--- src/rtl/mdu_pkg.sv ---
// mdu_pkg: shared encodings for the iterative multiply/divide unit.
//   - op encodings (MULT/MULTU/DIV/DIVU)
//   - FSM state encoding (IDLE, CALC, FIX, DONE)
//   - small decode helpers for op class
package mdu_pkg;

  localparam logic [1:0] MDU_MULT  = 2'b00;
  localparam logic [1:0] MDU_MULTU = 2'b01;
  localparam logic [1:0] MDU_DIV   = 2'b10;
  localparam logic [1:0] MDU_DIVU  = 2'b11;

  localparam logic [1:0] ST_IDLE = 2'b00;
  localparam logic [1:0] ST_CALC = 2'b01;
  localparam logic [1:0] ST_FIX  = 2'b10;
  localparam logic [1:0] ST_DONE = 2'b11;

  // Signed variants have op[0] clear.
  function automatic logic op_is_signed(input logic [1:0] op);
    return ~op[0];
  endfunction

  function automatic logic op_is_div(input logic [1:0] op);
    return op[1];
  endfunction

endpackage

--- src/rtl/mdu_sign_fix.sv ---
// mdu_sign_fix: combinational conditional two's-complement negation.
// Used both to take operand magnitudes and to restore result signs.
// Ports:
//   value  in  W  input value
//   neg    in  1  negate when set
//   result out W  neg ? -value : value
module mdu_sign_fix
  import mdu_pkg::*;
#(
  parameter int unsigned W = 32
) (
  input  logic [W-1:0] value,
  input  logic         neg,
  output logic [W-1:0] result
);

  assign result = neg ? (~value + W'(1)) : value;

endmodule

--- src/rtl/mdu_iter.sv ---
// mdu_iter: iterative radix-2 multiply/divide unit owning HI/LO.
// Optional feature macro: MDU_FAST_MUL_EN (single-cycle combinational multiply).
// Ports:
//   clk, rst            clock, async active-high reset
//   start, op           launch op (MULT/MULTU/DIV/DIVU), sampled in IDLE
//   rs_data, rt_data    multiplicand/dividend, multiplier/divisor
//   flush               cancel in-flight operation
//   hi_we, lo_we, wdata MTHI/MTLO writes, honoured when not busy
//   busy, done          in-flight flag, one-cycle completion pulse
//   div_zero            sticky divide-by-zero flag
//   hi, lo              HI/LO registers
module mdu_iter
  import mdu_pkg::*;
#(
  parameter int unsigned WIDTH = 32
) (
  input  logic             clk,
  input  logic             rst,
  input  logic             start,
  input  logic [1:0]       op,
  input  logic [WIDTH-1:0] rs_data,
  input  logic [WIDTH-1:0] rt_data,
  input  logic             flush,
  input  logic             hi_we,
  input  logic             lo_we,
  input  logic [WIDTH-1:0] wdata,
  output logic             busy,
  output logic             done,
  output logic             div_zero,
  output logic [WIDTH-1:0] hi,
  output logic [WIDTH-1:0] lo
);

  localparam int unsigned CW = (WIDTH > 1) ? $clog2(WIDTH) : 1;
  localparam int unsigned W2 = 2 * WIDTH;

  logic [1:0]       state, state_nxt;
  logic [1:0]       op_q;
  logic             neg_a, neg_b;
  logic [WIDTH-1:0] opnd;      // multiplicand or divisor magnitude
  logic [W2-1:0]    acc;       // {upper, lower}: product, or {remainder, quotient}
  logic [CW-1:0]    cnt;

  logic             accept, fast_mul, in_neg_a, in_neg_b, div_by_zero;
  logic [WIDTH-1:0] a_mag, b_mag, quo_fixed, rem_fixed;
  logic [W2-1:0]    prod_fixed, mul_next, div_next, fix_val;
  logic [WIDTH:0]   mul_sum, div_sh, div_diff;

  assign accept   = (state == ST_IDLE) && start && !flush;
  assign in_neg_a = op_is_signed(op) & rs_data[WIDTH-1];
  assign in_neg_b = op_is_signed(op) & rt_data[WIDTH-1];

`ifdef MDU_FAST_MUL_EN
  logic [W2-1:0] fast_prod;
  // Sign-extending to 2*WIDTH makes the truncated product correct for MULT and MULTU.
  assign fast_prod = {{WIDTH{in_neg_a}}, rs_data} * {{WIDTH{in_neg_b}}, rt_data};
  assign fast_mul  = !op_is_div(op);
`else
  assign fast_mul  = 1'b0;
`endif

  // Operand magnitudes at launch
  mdu_sign_fix #(.W(WIDTH)) u_a_mag (.value(rs_data), .neg(in_neg_a), .result(a_mag));
  mdu_sign_fix #(.W(WIDTH)) u_b_mag (.value(rt_data), .neg(in_neg_b), .result(b_mag));

  // Sign restoration in FIX
  mdu_sign_fix #(.W(W2))    u_prod  (.value(acc), .neg(neg_a ^ neg_b), .result(prod_fixed));
  mdu_sign_fix #(.W(WIDTH)) u_quo   (.value(acc[WIDTH-1:0]), .neg(neg_a ^ neg_b), .result(quo_fixed));
  mdu_sign_fix #(.W(WIDTH)) u_rem   (.value(acc[W2-1:WIDTH]), .neg(neg_a), .result(rem_fixed));

  // One radix-2 step for each operation class
  always_comb begin
    mul_sum  = {1'b0, acc[W2-1:WIDTH]} + {1'b0, opnd & {WIDTH{acc[0]}}};
    mul_next = {mul_sum, acc[WIDTH-1:1]};
    div_sh   = {acc[W2-1:WIDTH], acc[WIDTH-1]};
    div_diff = div_sh - {1'b0, opnd};
    // No borrow means the shifted partial remainder covers the divisor.
    div_next = div_diff[WIDTH] ? {div_sh[WIDTH-1:0], acc[WIDTH-2:0], 1'b0}
                               : {div_diff[WIDTH-1:0], acc[WIDTH-2:0], 1'b1};
  end

  // Divide by zero: the restoring loop already leaves rem=dividend; force quotient to all ones.
  assign div_by_zero = (opnd == '0);
  assign fix_val = op_is_div(op_q) ? {rem_fixed, (div_by_zero ? {WIDTH{1'b1}} : quo_fixed)}
                                   : prod_fixed;

  // State register
  always_ff @(posedge clk or posedge rst) begin
    if (rst) state <= ST_IDLE;
    else     state <= state_nxt;
  end

  // Next-state logic
  always_comb begin
    state_nxt = state;
    case (state)
      ST_IDLE: if (accept) state_nxt = fast_mul ? ST_DONE : ST_CALC;
      ST_CALC: if (flush) state_nxt = ST_IDLE;
               else if (cnt == CW'(WIDTH - 1)) state_nxt = ST_FIX;
      ST_FIX:  state_nxt = flush ? ST_IDLE : ST_DONE;
      ST_DONE: state_nxt = ST_IDLE;
      default: state_nxt = ST_IDLE;
    endcase
  end

  // Datapath and registered outputs
  always_ff @(posedge clk or posedge rst) begin
    if (rst) begin
      op_q     <= '0;
      neg_a    <= 1'b0;
      neg_b    <= 1'b0;
      opnd     <= '0;
      acc      <= '0;
      cnt      <= '0;
      busy     <= 1'b0;
      done     <= 1'b0;
      div_zero <= 1'b0;
      hi       <= '0;
      lo       <= '0;
    end else begin
      done <= 1'b0;
      // MTHI/MTLO first so a result load in DONE overrides them
      if (!busy && hi_we) hi <= wdata;
      if (!busy && lo_we) lo <= wdata;
      case (state)
        ST_IDLE: begin
          if (accept) begin
            op_q     <= op;
            neg_a    <= in_neg_a;
            neg_b    <= in_neg_b;
            cnt      <= '0;
            div_zero <= 1'b0;
            opnd     <= op_is_div(op) ? b_mag : a_mag;
`ifdef MDU_FAST_MUL_EN
            if (fast_mul) acc <= fast_prod;
            else          acc <= {{WIDTH{1'b0}}, (op_is_div(op) ? a_mag : b_mag)};
`else
            acc      <= {{WIDTH{1'b0}}, (op_is_div(op) ? a_mag : b_mag)};
`endif
            busy     <= !fast_mul;
          end
        end
        ST_CALC: begin
          if (flush) begin
            busy <= 1'b0;
          end else begin
            acc <= op_is_div(op_q) ? div_next : mul_next;
            cnt <= cnt + CW'(1);
          end
        end
        ST_FIX: begin
          busy <= 1'b0;
          if (!flush) acc <= fix_val;
        end
        ST_DONE: begin
          // Result lands even under flush; only the pulse is suppressed.
          hi       <= acc[W2-1:WIDTH];
          lo       <= acc[WIDTH-1:0];
          div_zero <= op_is_div(op_q) && div_by_zero;
          done     <= !flush;
        end
        default: ;
      endcase
    end
  end

endmodule

--- config.mk ---
export PLATFORM = sky130hd
export DESIGN_NAME = mdu_iter
export DESIGN_NICKNAME = d
export VERILOG_FILES = /design/src/rtl/mdu_pkg.sv /design/src/rtl/mdu_sign_fix.sv /design/src/rtl/mdu_iter.sv
export SDC_FILE = /design/constraint.sdc
export NUM_CORES = 1
export LEC_CHECK = 0
export BUFFER_PORTS_ARGS = -buffer_cell sky130_fd_sc_hd__buf_2
export CAP_MARGIN = 30
export CORE_MARGIN = 1
export CORE_UTILIZATION = 35
export DETAILED_ROUTE_END_ITERATION = 8
export RECOVER_POWER = 100
export SYNTH_ARGS = -nofsm -noshare
export SYNTH_HDL_FRONTEND = slang
export SYNTH_HIERARCHICAL = 1
export SYNTH_SLANG_ARGS = --single-unit
--- constraint.sdc ---
create_clock -name clk -period 7.8 [get_ports clk]
set_input_delay 1.56 -clock clk [delete_from_list [all_inputs] [get_ports clk]]
set_output_delay 1.56 -clock clk [all_outputs]
set_load 0.05 [all_outputs]
# After elaboration in Yosys (flattened, before gate mapping)
# Index checks and enable logic that the tools add are counted.
[op_classes]
n_addsub = 8
eq_ne = 12
mux = 33
n_bitwise = 10
reduce_logical = 21
[op_table]
columns = ["operator", "count"]
rows = [
  ["2-to-1 mux 64 bit", 7],
  ["2-to-1 mux 32 bit", 11],
  ["one-hot mux 64 bit (3 select lines)", 1],
  ["adder 32 x 1 -> 32 bit (second input constant)", 4],
  ["inverter 32 bit", 4],
  ["adder 64 x 1 -> 64 bit (second input constant)", 1],
  ["inverter 64 bit", 1],
  ["adder 32 x 32 -> 33 bit", 1],
  ["subtractor 33 x 32 -> 33 bit", 1],
  ["bitwise AND 32 bit", 1],
  ["logical NOT 32 bit", 1],
  ["AND reduction 6 bit", 2],
  ["2-to-1 mux 5 bit", 2],
  ["one-hot mux 5 bit (2 select lines)", 1],
  ["2-to-1 mux 2 bit", 4],
  ["!= test 2 bit (second input constant)", 4],
  ["one-hot mux 2 bit (4 select lines)", 1],
  ["nonzero test 2 bit", 4],
  ["!= test 3 x 2 -> 1 bit (second input constant)", 2],
  ["!= test 3 bit (second input constant)", 2],
  ["AND reduction 2 bit", 3],
  ["AND reduction 3 bit", 2],
  ["adder 5 x 1 -> 5 bit (second input constant)", 1],
  ["== test 5 bit (second input constant)", 1],
  ["12 further kinds", 22],
]
[totals]
regBits = 174
inputBits = 104
wordCells = 97

# Longest topological paths before layout
# Gate-level depths: netlist of run 1.
[depth]
ltp_word = 7
mapped_depth = 14
depth_no_buf = 13

# Modules after synthesis
# Netlist of run 1, hierarchy kept.
[modules_own_cells]
columns = ["module", "n_inst", "cells_per_inst", "area_per_inst_um2", "seq_area_each_um2"]
rows = [
  ["mdu_iter", 1, 1670, 13917.1, 4329.2],
  ["mdu_sign_fix at u_a_mag ...", 4, 99, 777.0, 0.0],
  ["mdu_sign_fix at u_prod", 1, 206, 1649.1, 0.0],
]

# Least setup slack after synthesis of run 1
# OpenSTA, ideal clock, no wires.
[synth_timing]
path_type = "register to register"
from = "register acc[0]"
to = "register acc[55]"
setup_ns = 0.067
t_arrival_ns = 3.338
t_required_ns = 7.733
slack_ns = 4.395
stages_incl_launch_ff = 15
period_less_slack_ns = 3.405
path_cell_list = "dfrtp_1 > clkbuf_1 > and2_1 > ha_1 > inv_1 > fa_1 > nor2b_1 > o2111ai_1 > and4_1 > o31ai_4 > a31oi_1 > nor2_1 > mux2_2 > a221oi_1 > a221o_1"
[synth_via]
elab_chain_len = 6
[synth_lines]
columns = ["item", "line_no", "text"]
rows = [
  ["start: declaration", "mdu_iter.sv:41", "logic [W2-1:0] acc;"],
  ["start signal: assignment", "mdu_iter.sv:138", "acc <= {{WIDTH{1'b0}}, (op_is_div(op) ? a_mag : b_mag)};"],
  ["start signal: assignment", "mdu_iter.sv:147", "acc <= op_is_div(op_q) ? div_next : mul_next;"],
  ["start signal: assignment", "mdu_iter.sv:153", "if (!flush) acc <= fix_val;"],
  ["inverter 64 bit", "mdu_sign_fix.sv:17", "assign result = neg ? (~value + W'(1)) : value;"],
  ["adder 64 x 1 -> 64 bit", "mdu_sign_fix.sv:17", ""],
  ["2-to-1 mux 64 bit", "mdu_sign_fix.sv:17", ""],
  ["2-to-1 mux 64 bit", "mdu_iter.sv:84", "assign fix_val = op_is_div(op_q) ? {rem_fixed, (div_by_zero ? {WIDTH{1'b1}} : quo_fixed)}"],
  ["2-to-1 mux 64 bit", "mdu_iter.sv:153", ""],
  ["one-hot mux 64 bit (3 select lines) (*)", "mdu_iter.sv:125", "case (state)"],
]
# Mark *: on every way between the ends. The rest lies on a longest branch, timed or not. The select of a mux whose other input is x is not followed.
# A chain may end at the register's enable or synchronous reset.

# Worst setup path in the final report of run 1
[layout_timing]
from = "register state[1]"
to = "register acc[0]"
[layout_via]
elab_chain_len = 5
[layout_lines]
columns = ["item", "line_no", "text"]
rows = [
  ["start: declaration", "mdu_iter.sv:37", "logic [1:0] state, state_nxt;"],
  ["start signal: assignment", "mdu_iter.sv:90", "else state <= state_nxt;"],
  ["logical NOT 2 bit", "mdu_iter.sv:49, mdu_iter.sv:125", ""],
  ["logical AND 1 bit (2 in a row)", "mdu_iter.sv:49", "assign accept = (state == ST_IDLE) && start && !flush;"],
  ["!= test 2 bit (no source line)", "--", ""],
  ["AND reduction 6 bit (no source line)", "--", ""],
]
# Parallel ways exist; a longest one is shown, timed or not.

==> parameters.txt, run 1 <==
Parameter                              Value

Die
  Die footprint    0.0543 mm2
  Initial Util    0.355
  Placeable core region    0.0527 mm2
  # IOs    171
  Std cell rows    84
  Chip height    233 um
  Die width    233 um

Yosys
  Mapped Cells    2272
  Seq cells post-synth    173
  Combined area of all synthesized cells    0.0187 mm2
  Post-synth EDFFs    0
  Post-synth cell types    95
  Sequential element share of the synthesized area    0.232
  Synthesized netlist net count    2454
  Post-synth top flop    sky130_fd_sc_hd__dfrtp_1
  Number of synthesis warnings    6
  Fraction of registers with async set or reset after synthesis    1.00
  Post-Synthesis Mean Instance Area    8.22 um2

GRT
  Initial antenna violation count    2
  Maximum number of pins on one net before global-route repair    70
  Number of global-route vias before repair    17000
  Sum of overflow across all layers after global routing    0
  Global Route Usage Sum    0.247
  Wire length of the first global-routing pass    103 mm

Finish
  Layout cells sized above 1    0.136
  P&R area growth vs syn    10.4%
  Leading cell type in the layout, fill and taps excluded    sky130_fd_sc_hd__o21ai_0
  Total number of nets in the final design    2540
  Final design area excluding fillers    0.0206 mm2
  Most frequent cells in the layout    298 x sky130_fd_sc_hd__o21ai_0, 275 x sky130_fd_sc_hd__nand2_1, 208 x sky130_fd_sc_hd__xnor2_1

CTS
  Largest buffer count on any clock path    2
  TritonCTS buffer count    17
  H-tree lvl count    4
  Postcts setup bufs    0
  Hold-fix buffers, CTS    0
  Resize count post-CTS    0
  Clock root buffer master    sky130_fd_sc_hd__clkbuf_16
  Clock tree from TritonCTS    built
  Clock transition at path regs    80 ps
  Clock latency of the later-clocked register in the worst-skew pair    470 ps
  CTS Sinks    173

Hold path
  Hold Path Depth    2
  Hold WC Path Type    reg -> reg

Timing
  Final Hold Viols    0
  Unrepaired setup endpoints after global routing    false
  Worst-Margin Slew    2610 ps
  Max Clk Rate    188 MHz
  Post-route setup TNS    0 ps
  Final period utilization    0.681
  Final max-slew violation count    336
  Crit path time final    5310 ps
  Relative max-transition margin    -0.738
  Setup skew after layout    14.5 ps
  Number of endpoints failing setup at the final stage    0

Pwr
  Lkg Pwr    0.00841 uW
  Worst-case vdd ir drop    0.246 mV
  Switching power share of the total    0.565
  Internal power consumption    4570 uW
  Share of power burned in registers    0.223
  Power per cell area    510 mW/mm2
  Power dissipated by switching net loads    5940 uW
  Part of the power in the clock network    0.086
  Combinational share of power    0.691

Routing
  Avg Vias per Cell    5.92
  Post-DR wirelength/cell    22.1 um
  Starting DRT DRC Count    1713
  Via count    18100
  Sum of routed wire length over all layers    67.7 mm
  Iteration count of the initial detailed-routing pass    5
  DRC violation count after routing    0
  Remaining number of nets flagged by the antenna check after routing    0

Setup path
  Data arrival, critical path    5690 ps
  Crit Path Class    reg -> reg
  Source of the worst register-to-register timing path    state[1]
  Capturing point of the worst reg2reg path    acc[0]
  Element type at the critical path start    register
  End of the critical path    acc[0]
  Required time reported for the critical path endpoint    8180 ps
  Cells on worst reg2reg path    5
  CP max FO    68
  Worst reg2reg setup slack    2490 ps
  Critical Path End Type    register
  Startpoint of the worst setup timing path    state[1]

Placement
  Detailed Place HPWL    51.8 mm
  Final weighted congestion in routability-driven placement    0.975
  Port Buffer Count    170
  Cell Area, Placed    0.0202 mm2

Status
  Result of the run    finished, violations left
  Violated checks    capacitance limit, slew limit

Flow run
  Number of max-cap violations    6
-- metal layers --
| metal | wire length, um | share of wire | vias up | global-route usage |
|---|---|---|---|---|
| li1 | - | - | 8515 | - |
| met1 | 30300 | 0.45 | 8888 | 0.334 |
| met2 | 31900 | 0.47 | 628 | 0.407 |
| met3 | 3510 | 0.052 | 83 | 0.0308 |
| met4 | 1910 | 0.028 | 0 | 0.0768 |
| met5 | 0 | 0 | - | 0 |
-- logic make-up (layout without fill, tap and decap cells) --
| kind of cell | after synthesis | in the layout | share of synthesized area |
|---|---|---|---|
| compound gates | 705 | 705 | 0.246 |
| simple gates | 678 | 678 | 0.200 |
| xor+xnor | 230 | 230 | 0.108 |
| mux | 213 | 213 | 0.119 |
| buf+inv | 195 | 294 | 0.0431 |
| flops | 173 | 173 | 0.232 |
| fa+ha+maj | 78 | 78 | 0.0531 |
| other cells | 0 | 1 | 0 |
-- worst max-delay path, stage by stage (launching register included) --
cell and delay [ps]:
sky130_fd_sc_hd__dfrtp_1 410, sky130_fd_sc_hd__ha_1 1620, sky130_fd_sc_hd__o21bai_1 900, sky130_fd_sc_hd__clkbuf_1 1650, sky130_fd_sc_hd__a2111oi_0 310, sky130_fd_sc_hd__a211oi_1 280
-- power by group through the flow --
stage	combinational (uW)	sequential (uW)	clock, uW
final	7270	2340	903
after global routing	7910	2400	945
after CTS	7240	2310	908
after detailed placement	7210	2330	0
after global placement	7140	2320	0
after floorplan	5110	2500	0
-- sequential cells by signal, summed over array words and instances, names as in the netlist --
signal,count
lo,32
neg_b,1
op_q,1
done,1
state,2
div_zero,1
opnd,32
neg_a,1
acc,64
cnt,5
hi,32
busy,1
-- how the worst min path moves through the flow --
stage | startpoint | to | slack, ps
2_1_floorplan | cnt[4] | cnt[4] | 470
3_3_place_gp | div_zero | div_zero | 460
3_5_place_dp | div_zero | div_zero | 470
4_1_cts | div_zero | div_zero | 490
5_1_grt | div_zero | div_zero | 530
6_report | div_zero | div_zero | 490
-- metrics by stage --
stage	setup slack (ps)	util	cells	total power, uW	hold slack, ps
floorplan	1550	-	2272	7610	472
global placement	3340	0.381	3022	9450	463
detailed placement	3480	0.383	3027	9540	468
CTS	3510	0.395	3059	10500	486
global route	1840	0.391	3059	11300	532
finish	2490	0.391	3060	10500	489
-- cells in the mapped netlist, drive strengths merged, types with 10 or more instances --
cell,number,area share
inv,67,0.013
a21o,26,0.010
nand2,278,0.056
o211ai,10,0.0040
mux2i,148,0.079
o31ai,71,0.032
buf,40,0.012
nor4,36,0.026
a31oi,13,0.0047
nand4,32,0.012
or3,19,0.0072
o21ai,309,0.083
nand2b,24,0.0080
ha,76,0.051
a211oi,13,0.0055
nor2,90,0.019
or2,12,0.0040
xnor2,208,0.098
o41ai,51,0.033
or4,16,0.0077
nor3,55,0.016
o21a,10,0.0040
and3,10,0.0034
dfrtp,173,0.23
nand3,26,0.0084
a21oi,135,0.037
a221oi,17,0.0080
xor2,22,0.010
and2,33,0.011
mux2,65,0.039
clkbuf,87,0.018
nor2b,18,0.0060
nand3b,10,0.0040
-- final cells by class --
| class | count | area (um2) |
|---|---|---|
| multi-input cells | 1904 | 13600 |
| flip-flops and latches | 173 | 4330 |
| fillers | 5405 | 32000 |
| repair buffers | 195 | 1020 |
| well taps | 688 | 861 |
| clock inverters | 13 | 156 |
| diodes | 1 | 2.50 |
| clock buffers | 19 | 433 |
| inverters | 67 | 253 |
Note: power is estimated with default switching activity, not from simulation.
==> run 2, diff against run 1 <==
clock period = 5.45 ns   (was 7.8 ns; I/O delays follow)
==> parameters.txt, run 2 (synthesis results as in run 1) <==
Parameter                              Value

Status
  Result of the run    finished, violations left (unchanged)
  Violated checks    capacitance limit, slew limit (unchanged)

Setup path
  Element type at the critical path start    register (unchanged)
  Data arrival, critical path    4940 ps (was 5690 ps)
  Crit Path Class    reg -> reg (unchanged)
  Crit path largest cell delay    580 ps (was 1650 ps)
  Required time reported for the critical path endpoint    5810 ps (was 8180 ps)
  Source of the worst register-to-register timing path    acc[31] (was state[1])
  Critical Path End Type    register (unchanged)
  Sequence of cells on the critical path    inv_1, ha_1, fa_1, nand2b_1, a21oi_1, o21ai_2, o21ai_0, a31oi_1, or3_1, nand2_1, o31ai_1, a221o_1 (was ha_1, o21bai_1, clkbuf_1, a2111oi_0, a211oi_1)
  Startpoint of the worst setup timing path    acc[31] (was state[1])
  CP max FO    11 (was 68)
  Cell with the biggest individual delay on the critical path    sky130_fd_sc_hd__o21ai_0 (was sky130_fd_sc_hd__clkbuf_1)
  Worst reg2reg setup slack    860 ps (was 2490 ps)

Timing
  Crit path time final    4590 ps (was 5310 ps)
  Max Clk Rate    218 MHz (was 188 MHz)
  Final Hold Viols    0 (unchanged)
  Final period utilization    0.842 (was 0.681)
  Number of endpoints failing setup at the final stage    0 (unchanged)
  Relative max-transition margin    -0.736 (was -0.738)
  Setup skew after layout    23.4 ps (was 14.5 ps)
  Final max-slew violation count    312 (was 336)
  Post-route setup TNS    0 ps (unchanged)
  Unrepaired setup endpoints after global routing    false (unchanged)
  Worst-Margin Slew    2600 ps (was 2610 ps)

Pwr
  Worst-case vdd ir drop    0.349 mV (was 0.246 mV)
  Lkg Pwr    0.00842 uW (was 0.00841 uW)
  Power per cell area    725 mW/mm2 (was 510 mW/mm2)
  Total power    14900 uW (was 10500 uW)

Finish
  Register with the most flip-flops    acc (unchanged)
  P&R area growth vs syn    10.4% (about the same)
  Area of the multi-input gates    0.0136 mm2 (about the same)
  Total number of nets in the final design    2543 (was 2540)
  Final design area excluding fillers    0.0206 mm2 (about the same)
  Flip-flop count of the largest register, all copies and words added    64 (unchanged)
  Layout cells sized above 1    0.137 (was 0.136)
  Fill cells    5438 (was 5405)
  Leading cell type in the layout, fill and taps excluded    sky130_fd_sc_hd__o21ai_0 (unchanged)
  Area taken by flip-flops and latches    0.00433 mm2 (unchanged)
  Most frequent cells in the layout    299 x sky130_fd_sc_hd__o21ai_0, 276 x sky130_fd_sc_hd__nand2_1, 208 x sky130_fd_sc_hd__xnor2_1 (was 298 x sky130_fd_sc_hd__o21ai_0, 275 x sky130_fd_sc_hd__nand2_1, 208 x sky130_fd_sc_hd__xnor2_1)

Hold path
  Hold WC Path Type    reg -> reg (unchanged)
  Startpoint of the tightest hold check path    div_zero (unchanged)

Routing
  Post-DR wirelength/cell    22.1 um (about the same)
  DRC violation count after routing    0 (unchanged)
  Sum of routed wire length over all layers    67.7 mm (about the same)
  Avg Vias per Cell    5.97 (was 5.92)
  Starting DRT DRC Count    1873 (was 1713)
  Remaining number of nets flagged by the antenna check after routing    0 (unchanged)
  Via count    18300 (was 18100)
  Iteration count of the initial detailed-routing pass    6 (was 5)

CTS
  Resize count post-CTS    0 (unchanged)
  Clock tree from TritonCTS    built (unchanged)
  Clock transition at path regs    80 ps (about the same)
  Largest buffer count on any clock path    2 (unchanged)
  Clock latency of the later-clocked register in the worst-skew pair    470 ps (about the same)
  Postcts setup bufs    0 (unchanged)
  Clock root buffer master    sky130_fd_sc_hd__clkbuf_16 (unchanged)
  Hold-fix buffers, CTS    0 (unchanged)
  H-tree lvl count    4 (unchanged)
  CTS Sinks    173 (unchanged)
  TritonCTS buffer count    17 (unchanged)

Die
  Placeable core region    0.0527 mm2 (unchanged)
  Die width    233 um (unchanged)
  Die footprint    0.0543 mm2 (unchanged)
  Chip height    233 um (unchanged)
  Initial Util    0.355 (unchanged)
  # IOs    171 (unchanged)
  Std cell rows    84 (unchanged)

Flow run
  Number of max-cap violations    4 (was 6)

Placement
  Cell Area, Placed    0.0202 mm2 (about the same)
  Final weighted congestion in routability-driven placement    0.916 (was 0.975)
  Detailed Place HPWL    51.7 mm (was 51.8 mm)
  Port Buffer Count    170 (unchanged)

GRT
  Maximum number of pins on one net before global-route repair    174 (was 70)
  Sum of overflow across all layers after global routing    0 (unchanged)
  Wire length of the first global-routing pass    104 mm (was 103 mm)
  Initial antenna violation count    1 (was 2)
  Number of global-route vias before repair    17400 (was 17000)
  Global Route Usage Sum    0.248 (was 0.247)
[run 2: cell types whose count changed in the layout (fill, tap and decap cells not counted), sizes merged]
cell,delta
inv,-1
diode,+2
buf,+5
clkbuf,+1
clkinvlp,-2
clkinv,+1
bufinv,-2
[run 2: cell type report]
cell class,count,share of cell area
sequential,173,0.210
inverter,67,0.0124
timing repair buffer,198,0.0508
antenna,3,0.000364
tap,688,0.0418
multi-input combinational,1904,0.658
clock inverter,9,0.00376
clock buffer,22,0.0225
[run 2: critical path, delay by kind of cell, from the launching register on]
family          cells  cell delay [ps]
buf+inv             1              120
compound gates      6             1900
flops               1              560
fa+ha+maj           2              620
simple gates        3             1270
[run 2: power by group]
| part | switching, uW | internal (uW) | total (uW) |
|---|---|---|---|
| sequential | 1390 | 1890 | 3280 |
| combinational | 6470 | 4010 | 10500 |
| clock | 575 | 614 | 1190 |
[run 2: stage by stage]
| stage | utilization | std cells | hold slack (ps) | setup slack, ps |
|---|---|---|---|---|
| global placement | 0.382 | 3026 | 464 | 1500 |
| floorplan | - | 2272 | 472 | 2050 |
| global route | 0.391 | 3061 | 521 | 729 |
| CTS | 0.394 | 3060 | 488 | 1420 |
| detailed placement | 0.383 | 3029 | 471 | 1430 |
| finish | 0.391 | 3064 | 492 | 864 |
[run 2: path summary, 6_finish.rpt]
path	end	depth (start not counted)
setup / recovery	acc[58]	12
hold / removal	div_zero	2
setup reg to reg	acc[58]	12
hold reg to reg	div_zero	2
max in group asynchronous	op_q[1]	3
min in group asynchronous	hi[29]	3
[run 2: per-layer routing]
metal  track usage  routed length, um  share of wire  vias to the layer above
li1              -                  -              -                     8538
met1         0.339              30000           0.44                     8967
met2         0.411              32200           0.48                      696
met3        0.0259               3780          0.056                       90
met4        0.0719               1730          0.026                        0
met5             0                  0              0                        -
